### src/rtl/decode_stage_pkg.sv
// Shared decode definitions: field widths, opcode/funct encodings, instruction
// classification and source-operand usage helpers.
package decode_stage_pkg;

  localparam int OPCODE_WIDTH = 6;
  localparam int FUNCT_WIDTH  = 6;
  localparam int REG_RA       = 31;

  localparam logic [OPCODE_WIDTH-1:0] OP_RTYPE = 6'h00;
  localparam logic [OPCODE_WIDTH-1:0] OP_J     = 6'h02;
  localparam logic [OPCODE_WIDTH-1:0] OP_JAL   = 6'h03;
  localparam logic [OPCODE_WIDTH-1:0] OP_BEQ   = 6'h04;
  localparam logic [OPCODE_WIDTH-1:0] OP_BNE   = 6'h05;
  localparam logic [OPCODE_WIDTH-1:0] OP_ADDI  = 6'h08;
  localparam logic [OPCODE_WIDTH-1:0] OP_ADDIU = 6'h09;
  localparam logic [OPCODE_WIDTH-1:0] OP_SLTI  = 6'h0A;
  localparam logic [OPCODE_WIDTH-1:0] OP_SLTIU = 6'h0B;
  localparam logic [OPCODE_WIDTH-1:0] OP_ANDI  = 6'h0C;
  localparam logic [OPCODE_WIDTH-1:0] OP_ORI   = 6'h0D;
  localparam logic [OPCODE_WIDTH-1:0] OP_XORI  = 6'h0E;
  localparam logic [OPCODE_WIDTH-1:0] OP_LUI   = 6'h0F;
  localparam logic [OPCODE_WIDTH-1:0] OP_LOAD  = 6'h23;
  localparam logic [OPCODE_WIDTH-1:0] OP_STORE = 6'h2B;

  localparam logic [FUNCT_WIDTH-1:0] FN_SLL  = 6'h00;
  localparam logic [FUNCT_WIDTH-1:0] FN_SRL  = 6'h02;
  localparam logic [FUNCT_WIDTH-1:0] FN_SRA  = 6'h03;
  localparam logic [FUNCT_WIDTH-1:0] FN_JR   = 6'h08;
  localparam logic [FUNCT_WIDTH-1:0] FN_ADD  = 6'h20;
  localparam logic [FUNCT_WIDTH-1:0] FN_ADDU = 6'h21;
  localparam logic [FUNCT_WIDTH-1:0] FN_SUB  = 6'h22;
  localparam logic [FUNCT_WIDTH-1:0] FN_SUBU = 6'h23;
  localparam logic [FUNCT_WIDTH-1:0] FN_AND  = 6'h24;
  localparam logic [FUNCT_WIDTH-1:0] FN_OR   = 6'h25;
  localparam logic [FUNCT_WIDTH-1:0] FN_XOR  = 6'h26;
  localparam logic [FUNCT_WIDTH-1:0] FN_NOR  = 6'h27;
  localparam logic [FUNCT_WIDTH-1:0] FN_SLT  = 6'h2A;
  localparam logic [FUNCT_WIDTH-1:0] FN_SLTU = 6'h2B;

  typedef enum logic [2:0] {
    CLS_ILLEGAL, CLS_RTYPE, CLS_IALU, CLS_LUI,
    CLS_LOAD, CLS_STORE, CLS_BRANCH, CLS_JUMP
  } op_class_e;

  function automatic logic funct_known(input logic [FUNCT_WIDTH-1:0] fn);
    case (fn)
      FN_SLL, FN_SRL, FN_SRA, FN_JR, FN_ADD, FN_ADDU, FN_SUB, FN_SUBU,
      FN_AND, FN_OR, FN_XOR, FN_NOR, FN_SLT, FN_SLTU: return 1'b1;
      default: return 1'b0;
    endcase
  endfunction

  function automatic logic is_shift(input logic [FUNCT_WIDTH-1:0] fn);
    return (fn == FN_SLL) || (fn == FN_SRL) || (fn == FN_SRA);
  endfunction

  function automatic op_class_e classify(input logic [OPCODE_WIDTH-1:0] op,
                                         input logic [FUNCT_WIDTH-1:0]  fn);
    case (op)
      OP_RTYPE:                     return funct_known(fn) ? CLS_RTYPE : CLS_ILLEGAL;
      OP_ADDI, OP_ADDIU, OP_SLTI, OP_SLTIU,
      OP_ANDI, OP_ORI, OP_XORI:     return CLS_IALU;
      OP_LUI:                       return CLS_LUI;
      OP_LOAD:                      return CLS_LOAD;
      OP_STORE:                     return CLS_STORE;
      OP_BEQ, OP_BNE:               return CLS_BRANCH;
      OP_J, OP_JAL:                 return CLS_JUMP;
      default:                      return CLS_ILLEGAL;
    endcase
  endfunction

  // Shifts take their operand from rt; rs is a real source everywhere else it is encoded.
  function automatic logic uses_rs(input op_class_e cls, input logic [FUNCT_WIDTH-1:0] fn);
    case (cls)
      CLS_RTYPE:                                  return !is_shift(fn);
      CLS_IALU, CLS_LOAD, CLS_STORE, CLS_BRANCH:  return 1'b1;
      default:                                    return 1'b0;
    endcase
  endfunction

  function automatic logic uses_rt_src(input op_class_e cls, input logic [FUNCT_WIDTH-1:0] fn);
    case (cls)
      CLS_RTYPE:              return fn != FN_JR;
      CLS_STORE, CLS_BRANCH:  return 1'b1;
      default:                return 1'b0;
    endcase
  endfunction

endpackage

### src/rtl/decode_stage_imm_ext.sv
// Immediate extender: sign, zero or upper-half placement of the raw immediate
// according to the opcode; zero for opcodes that carry no immediate.
module decode_imm_ext
  import decode_stage_pkg::*;
#(
  parameter int DWIDTH    = 32,
  parameter int IMM_WIDTH = 16
) (
  input  logic [OPCODE_WIDTH-1:0] i_opcode,
  input  logic [IMM_WIDTH-1:0]    i_imm,
  output logic [DWIDTH-1:0]       o_imm
);

  logic [DWIDTH-1:0] w_sext;
  logic [DWIDTH-1:0] w_zext;

  assign w_sext = {{(DWIDTH-IMM_WIDTH){i_imm[IMM_WIDTH-1]}}, i_imm};
  assign w_zext = {{(DWIDTH-IMM_WIDTH){1'b0}}, i_imm};

  always_comb begin
    case (i_opcode)
      OP_ADDI, OP_ADDIU, OP_SLTI, OP_SLTIU,
      OP_LOAD, OP_STORE, OP_BEQ, OP_BNE:    o_imm = w_sext;
      OP_ANDI, OP_ORI, OP_XORI:             o_imm = w_zext;
      OP_LUI:                               o_imm = w_zext << IMM_WIDTH;
      default:                              o_imm = '0;
    endcase
  end

endmodule

### src/rtl/decode_stage.sv
// Registered MIPS ID stage with valid/ready handshake and flush.
// Define DECODE_HAZARD_EN to stall a consumer directly behind a load.
module decode_stage
  import decode_stage_pkg::*;
#(
  parameter int AWIDTH    = 5,
  parameter int IWIDTH    = 32,
  parameter int DWIDTH    = 32,
  parameter int IMM_WIDTH = 16,
  parameter int PC_WIDTH  = 32
) (
  input  logic                    d_clk,
  input  logic                    d_rst,
  input  logic                    d_i_valid,
  output logic                    d_o_ready,
  input  logic [IWIDTH-1:0]       d_i_instr,
  input  logic [PC_WIDTH-1:0]     d_i_pc,
  input  logic                    d_i_flush,
  output logic                    d_o_valid,
  input  logic                    d_i_ready,
  output logic [OPCODE_WIDTH-1:0] d_o_opcode,
  output logic [FUNCT_WIDTH-1:0]  d_o_funct,
  output logic [AWIDTH-1:0]       d_o_addr_rs,
  output logic [AWIDTH-1:0]       d_o_addr_rt,
  output logic [AWIDTH-1:0]       d_o_addr_rd,
  output logic [4:0]              d_o_shamt,
  output logic [DWIDTH-1:0]       d_o_imm,
  output logic [25:0]             d_o_jaddr,
  output logic                    d_o_wr_en,
  output logic [AWIDTH-1:0]       d_o_wr_addr,
  output logic [PC_WIDTH-1:0]     d_o_pc,
  output logic                    d_o_illegal
);

  logic [OPCODE_WIDTH-1:0] w_op;
  logic [FUNCT_WIDTH-1:0]  w_fn;
  logic [AWIDTH-1:0]       w_rs, w_rt, w_rd;
  logic [IMM_WIDTH-1:0]    w_raw_imm;
  logic [DWIDTH-1:0]       w_imm;
  op_class_e               w_cls;

  assign w_op      = d_i_instr[IWIDTH-1 -: OPCODE_WIDTH];
  assign w_fn      = d_i_instr[FUNCT_WIDTH-1:0];
  assign w_rs      = d_i_instr[21 +: AWIDTH];
  assign w_rt      = d_i_instr[16 +: AWIDTH];
  assign w_rd      = d_i_instr[11 +: AWIDTH];
  assign w_raw_imm = d_i_instr[IMM_WIDTH-1:0];
  assign w_cls     = classify(w_op, w_fn);

  decode_imm_ext #(.DWIDTH(DWIDTH), .IMM_WIDTH(IMM_WIDTH)) u_imm_ext (
    .i_opcode (w_op),
    .i_imm    (w_raw_imm),
    .o_imm    (w_imm)
  );

  logic [FUNCT_WIDTH-1:0] w_d_funct;
  logic [AWIDTH-1:0]      w_d_rs, w_d_rt, w_d_rd, w_d_wr_addr;
  logic [4:0]             w_d_shamt;
  logic [25:0]            w_d_jaddr;
  logic                   w_d_writes, w_d_wr_en, w_d_illegal;

  // Fields a class does not use are forced to 0; an illegal word keeps only opcode/funct.
  always_comb begin
    w_d_funct   = '0;
    w_d_rs      = '0;
    w_d_rt      = '0;
    w_d_rd      = '0;
    w_d_shamt   = '0;
    w_d_jaddr   = '0;
    w_d_wr_addr = '0;
    w_d_writes  = 1'b0;
    w_d_illegal = 1'b0;
    case (w_cls)
      CLS_RTYPE: begin
        w_d_funct = w_fn;
        w_d_shamt = d_i_instr[10:6];
        w_d_rs    = uses_rs(w_cls, w_fn) ? w_rs : '0;
        if (w_fn != FN_JR) begin
          w_d_rt      = w_rt;
          w_d_rd      = w_rd;
          w_d_wr_addr = w_rd;
          w_d_writes  = 1'b1;
        end
      end
      CLS_IALU, CLS_LOAD: begin
        w_d_rs      = w_rs;
        w_d_rt      = w_rt;
        w_d_wr_addr = w_rt;
        w_d_writes  = 1'b1;
      end
      CLS_LUI: begin
        w_d_rt      = w_rt;
        w_d_wr_addr = w_rt;
        w_d_writes  = 1'b1;
      end
      CLS_STORE, CLS_BRANCH: begin
        w_d_rs = w_rs;
        w_d_rt = w_rt;
      end
      CLS_JUMP: begin
        w_d_jaddr = d_i_instr[25:0];
        if (w_op == OP_JAL) begin
          w_d_wr_addr = AWIDTH'(REG_RA);
          w_d_writes  = 1'b1;
        end
      end
      default: begin
        w_d_funct   = w_fn;
        w_d_illegal = 1'b1;
      end
    endcase
  end

  assign w_d_wr_en = w_d_writes && (w_d_wr_addr != '0);

  logic                    r_valid;
  logic [OPCODE_WIDTH-1:0] r_opcode;
  logic [FUNCT_WIDTH-1:0]  r_funct;
  logic [AWIDTH-1:0]       r_rs, r_rt, r_rd, r_wr_addr;
  logic [4:0]              r_shamt;
  logic [DWIDTH-1:0]       r_imm;
  logic [25:0]             r_jaddr;
  logic                    r_wr_en, r_illegal;
  logic [PC_WIDTH-1:0]     r_pc;
  logic                    w_hazard, w_accept;

`ifdef DECODE_HAZARD_EN
  logic w_use_rs, w_use_rt;
  assign w_use_rs = uses_rs(w_cls, w_fn);
  assign w_use_rt = uses_rt_src(w_cls, w_fn);
  assign w_hazard = r_valid && (r_opcode == OP_LOAD) && (r_wr_addr != '0) &&
                    ((w_use_rs && (w_rs == r_wr_addr)) || (w_use_rt && (w_rt == r_wr_addr)));
`else
  assign w_hazard = 1'b0;
`endif

  assign d_o_ready = (!r_valid || d_i_ready) && !w_hazard;
  assign w_accept  = d_i_valid && d_o_ready;

  // Output register: flush beats accept, accept beats drain, otherwise hold.
  always_ff @(posedge d_clk or negedge d_rst) begin
    if (!d_rst) begin
      r_valid   <= 1'b0;
      r_opcode  <= '0;
      r_funct   <= '0;
      r_rs      <= '0;
      r_rt      <= '0;
      r_rd      <= '0;
      r_shamt   <= '0;
      r_imm     <= '0;
      r_jaddr   <= '0;
      r_wr_en   <= 1'b0;
      r_wr_addr <= '0;
      r_pc      <= '0;
      r_illegal <= 1'b0;
    end else if (d_i_flush) begin
      r_valid <= 1'b0;
    end else if (w_accept) begin
      r_valid   <= 1'b1;
      r_opcode  <= w_op;
      r_funct   <= w_d_funct;
      r_rs      <= w_d_rs;
      r_rt      <= w_d_rt;
      r_rd      <= w_d_rd;
      r_shamt   <= w_d_shamt;
      r_imm     <= w_imm;
      r_jaddr   <= w_d_jaddr;
      r_wr_en   <= w_d_wr_en;
      r_wr_addr <= w_d_wr_addr;
      r_pc      <= d_i_pc;
      r_illegal <= w_d_illegal;
    end else if (d_i_ready) begin
      r_valid <= 1'b0;
    end
  end

  assign d_o_valid   = r_valid;
  assign d_o_opcode  = r_opcode;
  assign d_o_funct   = r_funct;
  assign d_o_addr_rs = r_rs;
  assign d_o_addr_rt = r_rt;
  assign d_o_addr_rd = r_rd;
  assign d_o_shamt   = r_shamt;
  assign d_o_imm     = r_imm;
  assign d_o_jaddr   = r_jaddr;
  assign d_o_wr_en   = r_wr_en;
  assign d_o_wr_addr = r_wr_addr;
  assign d_o_pc      = r_pc;
  assign d_o_illegal = r_illegal;

endmodule

### config.mk
export PLATFORM = sky130hd
export DESIGN_NAME = decode_stage
export DESIGN_NICKNAME = d
export VERILOG_FILES = /design/src/rtl/decode_stage_pkg.sv /design/src/rtl/decode_stage_imm_ext.sv /design/src/rtl/decode_stage.sv
export SDC_FILE = /design/constraint.sdc
export NUM_CORES = 1
export LEC_CHECK = 0
export CAP_MARGIN = 20
export CORE_MARGIN = 3
export CORE_UTILIZATION = 40
export CTS_CLUSTER_SIZE = 16
export DETAILED_ROUTE_END_ITERATION = 7
export PLACE_DENSITY = 0.74
export SYNTH_ARGS = -nofsm -noshare
export SYNTH_HDL_FRONTEND = slang
export SYNTH_SLANG_ARGS = --single-unit
### constraint.sdc
create_clock -name d_clk -period 4.3 [get_ports d_clk]
set_input_delay 0.86 -clock d_clk [delete_from_list [all_inputs] [get_ports d_clk]]
set_output_delay 0.86 -clock d_clk [all_outputs]
set_load 0.01 [all_outputs]
==> impl_metrics.toml, run 1 <==
[floorplanning]
start_util_pct = 41.2
die_y_um = 120
dieWidth_um = 120
num_rows = 41
coreArea_mm2 = 0.0127
ios = 200
die_area_mm2 = 0.0145

[yosys]
synthArstFlopShare_pct = 100
avgSynthCellArea_um2 = 9.50
synth_ff_type = "dfrtp_1"
synth_common_cells = "nand2_1, dfrtp_1, o21ai_0, nor2_1, clkbuf_1"
synth_area_leader_cell = "dfrtp_1"
synthTopCellsByArea = "dfrtp_1, nand2_1, o21ai_0, a211o_1, nor2_1"
ys_seq_area_share_pct = 62.0
ys_ff_latch = 130
synth_top_area_share_pct = 62.0
synth_edf_count = 0
synth.most_common_cell = "nand2_1"
syn-num-nets = 621
synth_area_mm2 = 0.00524
netlist_instances = 552
synth_warnings = 0
synthDistinctLibCells = 39

[sta]
rsz0062_at_grt = "no"
worst_slack_ns = 1.38
setup_violations = 0
period_share_pct = 68.0
timing.final.hold_violations = 0
slew_viol_final = 0
holdWs_ns = 0.467
max_freq_mhz = 342
min_period_ns = 2.92
maxSlewHeadroom_pct = 35.5
tns_ns = 0
clock_skew_ns = 0.00439
worst_pin_slew_ns = 0.968

[global_route]
grt_first_pass_wirelength_um = 25200
grt-busiest-layer = "met2"
use_met2_pct = 36.2
antenna_found_initial = 0
grt_overflow = 0
grtUsageMet1_pct = 27.7
grt_pass1_vias = 4868
grt_use_total_pct = 22.2
grt_util_met3_pct = 8.19
grt_max_degree = 108

[final_layout]
fin_area_mm2 = 0.00803
num-nets-final = 813
final_core_util_pct = 63.1
drive_gt1_share_pct = 6.34
diodes = 0
syn_to_final_growth_pct = 53.1
fin_cells = 929

[detailed_routing]
antenna_left = 0
drt_first_pass_iters = 4
wl_per_cell_um = 16.9
wl_um = 15700
viasPerCell = 5.09
drt_iter0_markers = 241
drcViolationCount = 0
via_count = 4730

[setup_path]
cp.arrival_ns = 2.06
crit_fanout = 3
cp-end-kind = "output port"
critPathRequiredTime_ns = 3.44
critPathKind = "input port to output port"
crit_path_start_kind = "input port"

[pwr]
p_comb_share_pct = 15.2
power.density_mw_per_mm2 = 436
total_power_mw = 3.51
p_switching_uw = 813
p_sw_share_pct = 23.2
p_leak_nw = 3.66
p_int_mw = 2.69
ir_worst_vdd_mv = 0.257
seq_power_share_pct = 39.5
pwr-share-clk_pct = 45.3

[clock_network]
cts_buffers = 17
clk_path_buf_depth = 2
clk_latency_ns = 0.41
clkTransAtPathRegs_ns = 0.05
cts_setup_buffers = 0
ctsRootBufferMaster = "clkbuf_16"
cts_max_level = 4
ctsResizeCount = 0
holdBufCountCts = 0
cts_num_sinks = 130
cts_tree = "built"

[min_path]
hp-class = "register to register"

[placement]
dp_slack_ns = 1.27
hpwl_um = 11000
place_inst = 897
place.gp.congestion = 0.864
placed_area_mm2 = 0.00737
port_buffers = 199

[flow_run]
maxCapViolCount = 0

[status]
status = "complete, no violations"
critical path, stage by stage:
cell and delay (ns):
clkdlybuf4s50_1 0.40, nor2b_1 0.23, inv_1 0.09, clkdlybuf4s50_1 0.49
power groups by stage:
stage          combinational [mW]  clock [mW]  sequential (mW)
2_1_floorplan               0.139           0             1.44
3_3_place_gp                0.525           0             1.40
3_5_place_dp                0.536           0             1.40
4_1_cts                     0.540        1.61             1.38
5_1_grt                     0.577        1.68             1.40
6_report                    0.532        1.59             1.39
per-layer routing:
| metal | vias to the layer above | routed length [µm] |
|---|---|---|
| met3 | 19 | 1320 |
| met1 | 2321 | 6560 |
| met5 | - | 0 |
| li1 | 2216 | - |
| met4 | 0 | 178 |
| met2 | 174 | 7650 |
final timing paths:
| path | depth (start not counted) | to | from | slack, ns |
|---|---|---|---|---|
| max in group asynchronous | 2 | d_o_pc[8]$_DFFE_PN0P_ | d_rst | 2.78 |
| worst min-delay path | 2 | d_o_addr_rd[2]$_DFFE_PN0P_ | d_o_addr_rd[2]$_DFFE_PN0P_ | 0.47 |
| worst max-delay path | 4 | d_o_ready | d_i_ready | 1.38 |
| worst max register to register | 7 | d_o_imm[23]$_DFFE_PN0P_ | d_o_valid$_DFFE_PN0P_ | 2.15 |
| worst min register to register | 2 | d_o_addr_rd[2]$_DFFE_PN0P_ | d_o_addr_rd[2]$_DFFE_PN0P_ | 0.47 |
| min in group asynchronous | 1 | d_o_jaddr[1]$_DFFE_PN0P_ | d_rst | 0.57 |
state kept, by name, summed over array words and instances (netlist names):
register / count
d_o_imm: 32
d_o_pc: 32
d_o_jaddr: 26
d_o_funct: 6
d_o_opcode: 6
d_o_addr_rd: 5
d_o_addr_rs: 5
d_o_addr_rt: 5
d_o_shamt: 5
d_o_wr_addr: 5
d_o_illegal: 1
d_o_valid: 1
d_o_wr_en: 1
cell families after synthesis:
kind of cell    Yosys count  synth area share (%)
simple gates            268                  21.0
flops                   130                  62.0
compound gates          118                  14.0
buf+inv                  35                  2.77
mux                       1                 0.191
placed cells by master, fill, tap and decap left out, drive strengths merged, types with 3 or more instances in the layout:
master         instances
a211o                 15
a21oi                  8
a22o                   6
a31oi                  6
and2                   3
buf                    7
bufinv                 5
clkbuf                22
clkdlybuf4s50        198
clkinv                 4
dfrtp                130
inv                    3
nand2                215
nand3                  3
nor2                  26
nor2b                  5
nor3                   3
o21ai                 70
area by class of cell:
| class | count | area [µm²] |
|---|---|---|
| well taps | 172 | 215 |
| multi-input cells | 387 | 1850 |
| repair buffers | 205 | 2040 |
| fillers | 1095 | 4690 |
| flip-flops and latches | 130 | 3250 |
| clock inverters | 10 | 178 |
| inverters | 3 | 11.3 |
| clock buffers | 22 | 484 |
(Power assumes the default switching activity.)
==> run 2: changes to the inputs <==
clock period = 2.7 ns   (was 4.3 ns; I/O delays follow)
==> run 2 against run 1 <==
Effect of this change:
- sequential cell count stayed put
- sequential power is 58% higher
- core utilization is 0.77 points higher
- combinational power is 63% higher
- critical path type unchanged
- critical endpoint unchanged
- largest cell class unchanged
==> impl_metrics.toml, run 2 (synthesis results as in run 1) <==
[status]
status = "complete, no violations"

[global_route]
grt_first_pass_wirelength_um = 25800
grt_max_degree = 82
grt_use_total_pct = 22.5
grt_pass1_vias = 4883
antenna_found_initial = 0
grt_overflow = 0

[clock_network]
clkTransAtPathRegs_ns = 0.06
cts_max_level = 4
cts_buffers = 17
cts_setup_buffers = 0
holdBufCountCts = 0
clk_latency_ns = 0.41
clk_path_buf_depth = 2
cts_num_sinks = 130
ctsResizeCount = 0
ctsRootBufferMaster = "clkbuf_16"
cts_tree = "built"

[sta]
rsz0062_at_grt = "no"
setup_violations = 0
tns_ns = 0
min_period_ns = 2.31
timing.final.hold_violations = 0
slew_viol_final = 0
maxSlewHeadroom_pct = 50.8
period_share_pct = 85.5
clock_skew_ns = 0.0145
max_freq_mhz = 433
worst_pin_slew_ns = 0.738

[flow_run]
maxCapViolCount = 0

[floorplanning]
coreArea_mm2 = 0.0127
num_rows = 41
ios = 200
die_y_um = 120
dieWidth_um = 120
start_util_pct = 41.2
die_area_mm2 = 0.0145

[pwr]
total_power_mw = 5.53
p_switching_mw = 1.33
power.density_mw_per_mm2 = 680
pwr-share-clk_pct = 44.5
p_int_mw = 4.19
p_leak_nw = 3.71
p_comb_share_pct = 15.7
p_sw_share_pct = 24.1
ir_worst_vdd_mv = 0.330
seq_power_share_pct = 39.8

[detailed_routing]
viasPerCell = 5.01
drt_first_pass_iters = 5
wl_per_cell_um = 16.7
wl_um = 15600
drt_iter0_markers = 275
drcViolationCount = 0
antenna_left = 0
via_count = 4707

[final_layout]
syn_to_final_growth_pct = 55.0
diodes = 0
final_common_cell = "nand2_1"
num-nets-final = 823
drive_gt1_share_pct = 7.69
final_cell_mix = "nand2_1, clkdlybuf4s50_1, dfrtp_1, o21ai_0, nor2_1"

[setup_path]
critPathSlowestCell = "clkdlybuf4s50_1"
cp_cell_sequence = "clkdlybuf4s50_1 -> nor2b_1 -> inv_1 -> clkdlybuf4s50_1"
crit_path_start_kind = "input port"
critPathRequiredTime_ns = 2.16
critPathKind = "input port to output port"
cp-end-kind = "output port"
path_common_cell = "clkdlybuf4s50_1"
cpPeakStageDelay_ns = 0.49
cp.arrival_ns = 1.77
crit_fanout = 3

[placement]
place.gp.congestion = 0.931
port_buffers = 199
hpwl_um = 11400

[min_path]
hp-class = "input port to asynchronous set/reset pin"
## run 2: cell count changes in the layout (fill, tap and decap cells not counted), sizes merged
cell / change
clkbuf: -2
clkinv: +2
clkinvlp: +1
bufinv: -1
buf: +10
## run 2: critical path: cells and delay by family
kind,cells,cell delay (ns)
buffers and inverters,3,1.00
AND/OR/NAND/NOR,1,0.23
## run 2: area by class of cell
| cell class | count | area, µm² |
|---|---|---|
| sequential | 130 | 3250 |
| clock buffer | 20 | 467 |
| timing repair buffer | 215 | 2150 |
| multi-input combinational | 387 | 1850 |
| clock inverter | 12 | 180 |
| inverter | 3 | 11.3 |
| tap | 172 | 215 |
| fill | 1085 | 4590 |
## run 2: path summary, 6_finish.rpt
kind	from	end	slack [ns]	depth (start not counted)
worst max register to register	d_o_valid$_DFFE_PN0P_	d_o_pc[20]$_DFFE_PN0P_	0.79	6
worst min-delay path	d_rst	d_o_funct[2]$_DFFE_PN0P_	0.15	1
min in group d_clk	d_o_pc[4]$_DFFE_PN0P_	d_o_pc[4]$_DFFE_PN0P_	0.48	2
worst min register to register	d_o_pc[4]$_DFFE_PN0P_	d_o_pc[4]$_DFFE_PN0P_	0.48	2
worst max-delay path	d_i_ready	d_o_ready	0.39	4
max in group asynchronous	d_rst	d_o_illegal$_DFFE_PN0P_	1.81	2
## run 2: metal layers
metal / track usage, % / share of wire (%)
met1: 30.0 / 42
met2: 35.5 / 48
met3: 6.92 / 8.2
met4: 7.01 / 1.6
met5: 0 / 0
## run 2: metrics by stage
step                hold slack, ns  instance area, µm²  std cells  util, %  worst slack, ns
detailed placement           0.463                7480        907     58.8            0.113
floorplan                    0.244                5240        552        -            0.871
finish                       0.153                8130        939     63.9            0.391
global placement             0.457                7480        907     58.8            0.183
global route                 0.220                8130        939     63.9            0.352
CTS                          0.196                8130        939     63.9            0.394
## run 2: power groups by stage
stage	clock network [mW]	logic [mW]	registers, mW
floorplan	0	0.221	2.30
detailed placement	0	0.876	2.23
finish	2.46	0.868	2.20
global placement	0	0.858	2.23
CTS	2.49	0.882	2.20
global route	2.58	0.945	2.22
==> run 3: changes to the inputs <==
CTS_CLUSTER_SIZE = 30   (was 16)
==> results of run 3 <==
No change in the layout: final DEF, timing and power equal those of run 2.
==> patch, RTL diff (config.mk and constraints of run 3) <==
`IMM_WIDTH` is set to 16 in 2 places; all go to 20.
--- a/src/rtl/decode_stage_imm_ext.sv
+++ b/src/rtl/decode_stage_imm_ext.sv
@@ -6,3 +6,3 @@
   parameter int DWIDTH    = 32,
-  parameter int IMM_WIDTH = 16
+  parameter int IMM_WIDTH = 20
 ) (
--- a/src/rtl/decode_stage.sv
+++ b/src/rtl/decode_stage.sv
@@ -8,3 +8,3 @@
   parameter int DWIDTH    = 32,
-  parameter int IMM_WIDTH = 16,
+  parameter int IMM_WIDTH = 20,
   parameter int PC_WIDTH  = 32
Function: changed (Yosys sat finds a counterexample within 4 cycles, from zero or initial values and one cycle with d_rst low).
==> patch against run 3 <==
- non-clock buffer count increased by 11
- wire length increased by 3.1%
- cell area decreased by 0.15%
- area after synthesis decreased by 2.4%
- setup slack improved by 2.9 ps
- die area decreased by 2.3%
- final cell count decreased by 2.8%
- synthesized cell count decreased by 6.5%
- sequential cell count unchanged
- combinational power increased by 12%
- power increased by 3.6%
==> patch: results (changes against run 3) <==
STA
  • Slew headroom: 51.4% (was 50.8%)
  • Hold Slack: 33.3 ps (was 153 ps)
  • Setup Skew: 9.05 ps (was 14.5 ps)

Placement
  • # port buffers: 199 (unchanged)
  • Placer Congestion: 0.907 (was 0.931)
  • Placed Cells: 880 (was 907)
  • HPWL Detailed: 11.7 mm (was 11.4 mm)
  • Dpl cell area: 7450 um^2 (was 7480 um^2)

Pwr
  • Leakage Power: 3.64 nW (was 3.71 nW)
  • Peak VDD IR: 0.000455 V (was 0.000330 V)

Route
  • Pre-antenna DRT Iters: 5 (unchanged)
  • Starting DRT DRC Count: 395 (was 275)
  • Vias per cell: 5.14 (was 5.01)
  • DRT met1 WL: 6.75 mm (was 6.56 mm)
  • Total routed wirelength: 16.1 mm (was 15.6 mm)
  • Routed length on met2: 8.07 mm (was 7.56 mm)
  • Met3 routed WL: 923 um (was 1.28 mm)
  • Avg WL per Cell: 17.7 um (was 16.7 um)

Hold path
  • Worst min path class: input port to asynchronous set/reset pin (unchanged)

Synthesis
  • Synth Warn #: 0 (unchanged)
  • Register area share after synthesis: 63.6% (was 62.0%)
  • Largest cells by area after synthesis: dfrtp_1 (64%), nand2_1 (14%), a22o_1 (6.2%) (was dfrtp_1 (62%), nand2_1 (15%), o21ai_0 (6.6%))
  • Cell count after synthesis: 516 (was 552)
  • Top cell types by occurrence after synthesis: nand2_1 (188), dfrtp_1 (130), a22o_1 (36), o21ai_0 (36), a21oi_1 (34) (was nand2_1 (215), dfrtp_1 (130), o21ai_0 (69))
  • Post-synth top area share: 63.6% (was 62.0%)
  • Synth unique cells: 32 (was 39)
  • Syn Nets: 585 (was 621)

Clock tree
  • H-tree Lvls: 4 (unchanged)
  • CTS max path bufs: 2 (unchanged)
  • Clock Latency Late Sink: 410 ps (about the same)
  • Root buffer cell: clkbuf_16 (unchanged)

Setup path
  • RR Endpoint: d_o_addr_rt[1]$_DFFE_PN0P_ (was d_o_pc[20]$_DFFE_PN0P_)
  • Worst Path Arrival: 2550 ps (was 1770 ps)
  • Flop-to-flop setup slack: 750 ps (was 790 ps)
  • Crit-path max FO: 5 (was 3)

Global routing
  • First-pass GRT wire length: 25.6 mm (was 25.8 mm)
  • Number of global-route vias before repair: 4728 (was 4883)
  • All-Layer GR Usage: 23.0% (was 22.5%)
  • Largest net degree at the start of global routing: 53 (was 82)

Final layout
  • Share of cells above drive strength 1: 8.99% (was 7.69%)
  • Post-layout net count: 801 (was 823)

Status
  • Run status: finished, final reports clean (unchanged)
[patch: power breakdown]
part / internal (mW) / switching [mW]
Clock: 1.65 / 0.875
Sequential: 2.13 / 0.104
Combinational: 0.511 / 0.458
Total: 4.29 / 1.44
[patch: how the worst max path moves through the flow]
stage	start	end	slack, ps	cells after the start
4_1_cts	d_i_instr[28]	d_o_imm[26]$_DFFE_PN0P_	250	6
3_5_place_dp	d_i_instr[28]	d_o_imm[26]$_DFFE_PN0P_	-120	6
2_1_floorplan	d_i_instr[30]	d_o_addr_rs[0]$_DFFE_PN0P_	550	6
3_3_place_gp	d_i_instr[28]	d_o_imm[31]$_DFFE_PN0P_	40	6
5_1_grt	d_i_instr[28]	d_o_addr_rt[1]$_DFFE_PN0P_	300	7
6_report	d_i_instr[28]	d_o_addr_rt[1]$_DFFE_PN0P_	390	7
[patch: layout make-up]
class,count,area (um^2)
fill,954,4150
sequential,130,3250
timing repair buffer,226,2230
multi-input combinational,353,1750
clock buffer,17,425
clock inverter,15,230
tap,168,210
inverter,4,15.0
[patch: layer usage]
metal	vias up	GRT usage [%]
met2	179	37.8
met3	28	5.22
met4	0	8.91
met5	-	0
li1	2172	-
met1	2310	29.5
[patch: critical path, stage by stage]
cell and delay, ps:
clkdlybuf4s50_1 500, nor2b_1 200, o21ai_0 270, a21oi_1 150
buf_4 160, a211oi_1 610, a21oi_1 110
[patch: logic make-up (layout without fill, tap and decap cells)]
group	Yosys count	after routing	synth area share, %
and+or+nand+nor	235	235	18.6
DFF	130	130	63.6
buffers and inverters	33	262	2.57
AOI/OAI and AO/OA	118	118	15.3
[patch: through the flow]
step / TNS (ps) / setup WS [ps]
after floorplan: 0 / 551
after CTS: 0 / 252
final: 0 / 394
after global routing: 0 / 303
after detailed placement: -729 / -118
after global placement: 0 / 40.7
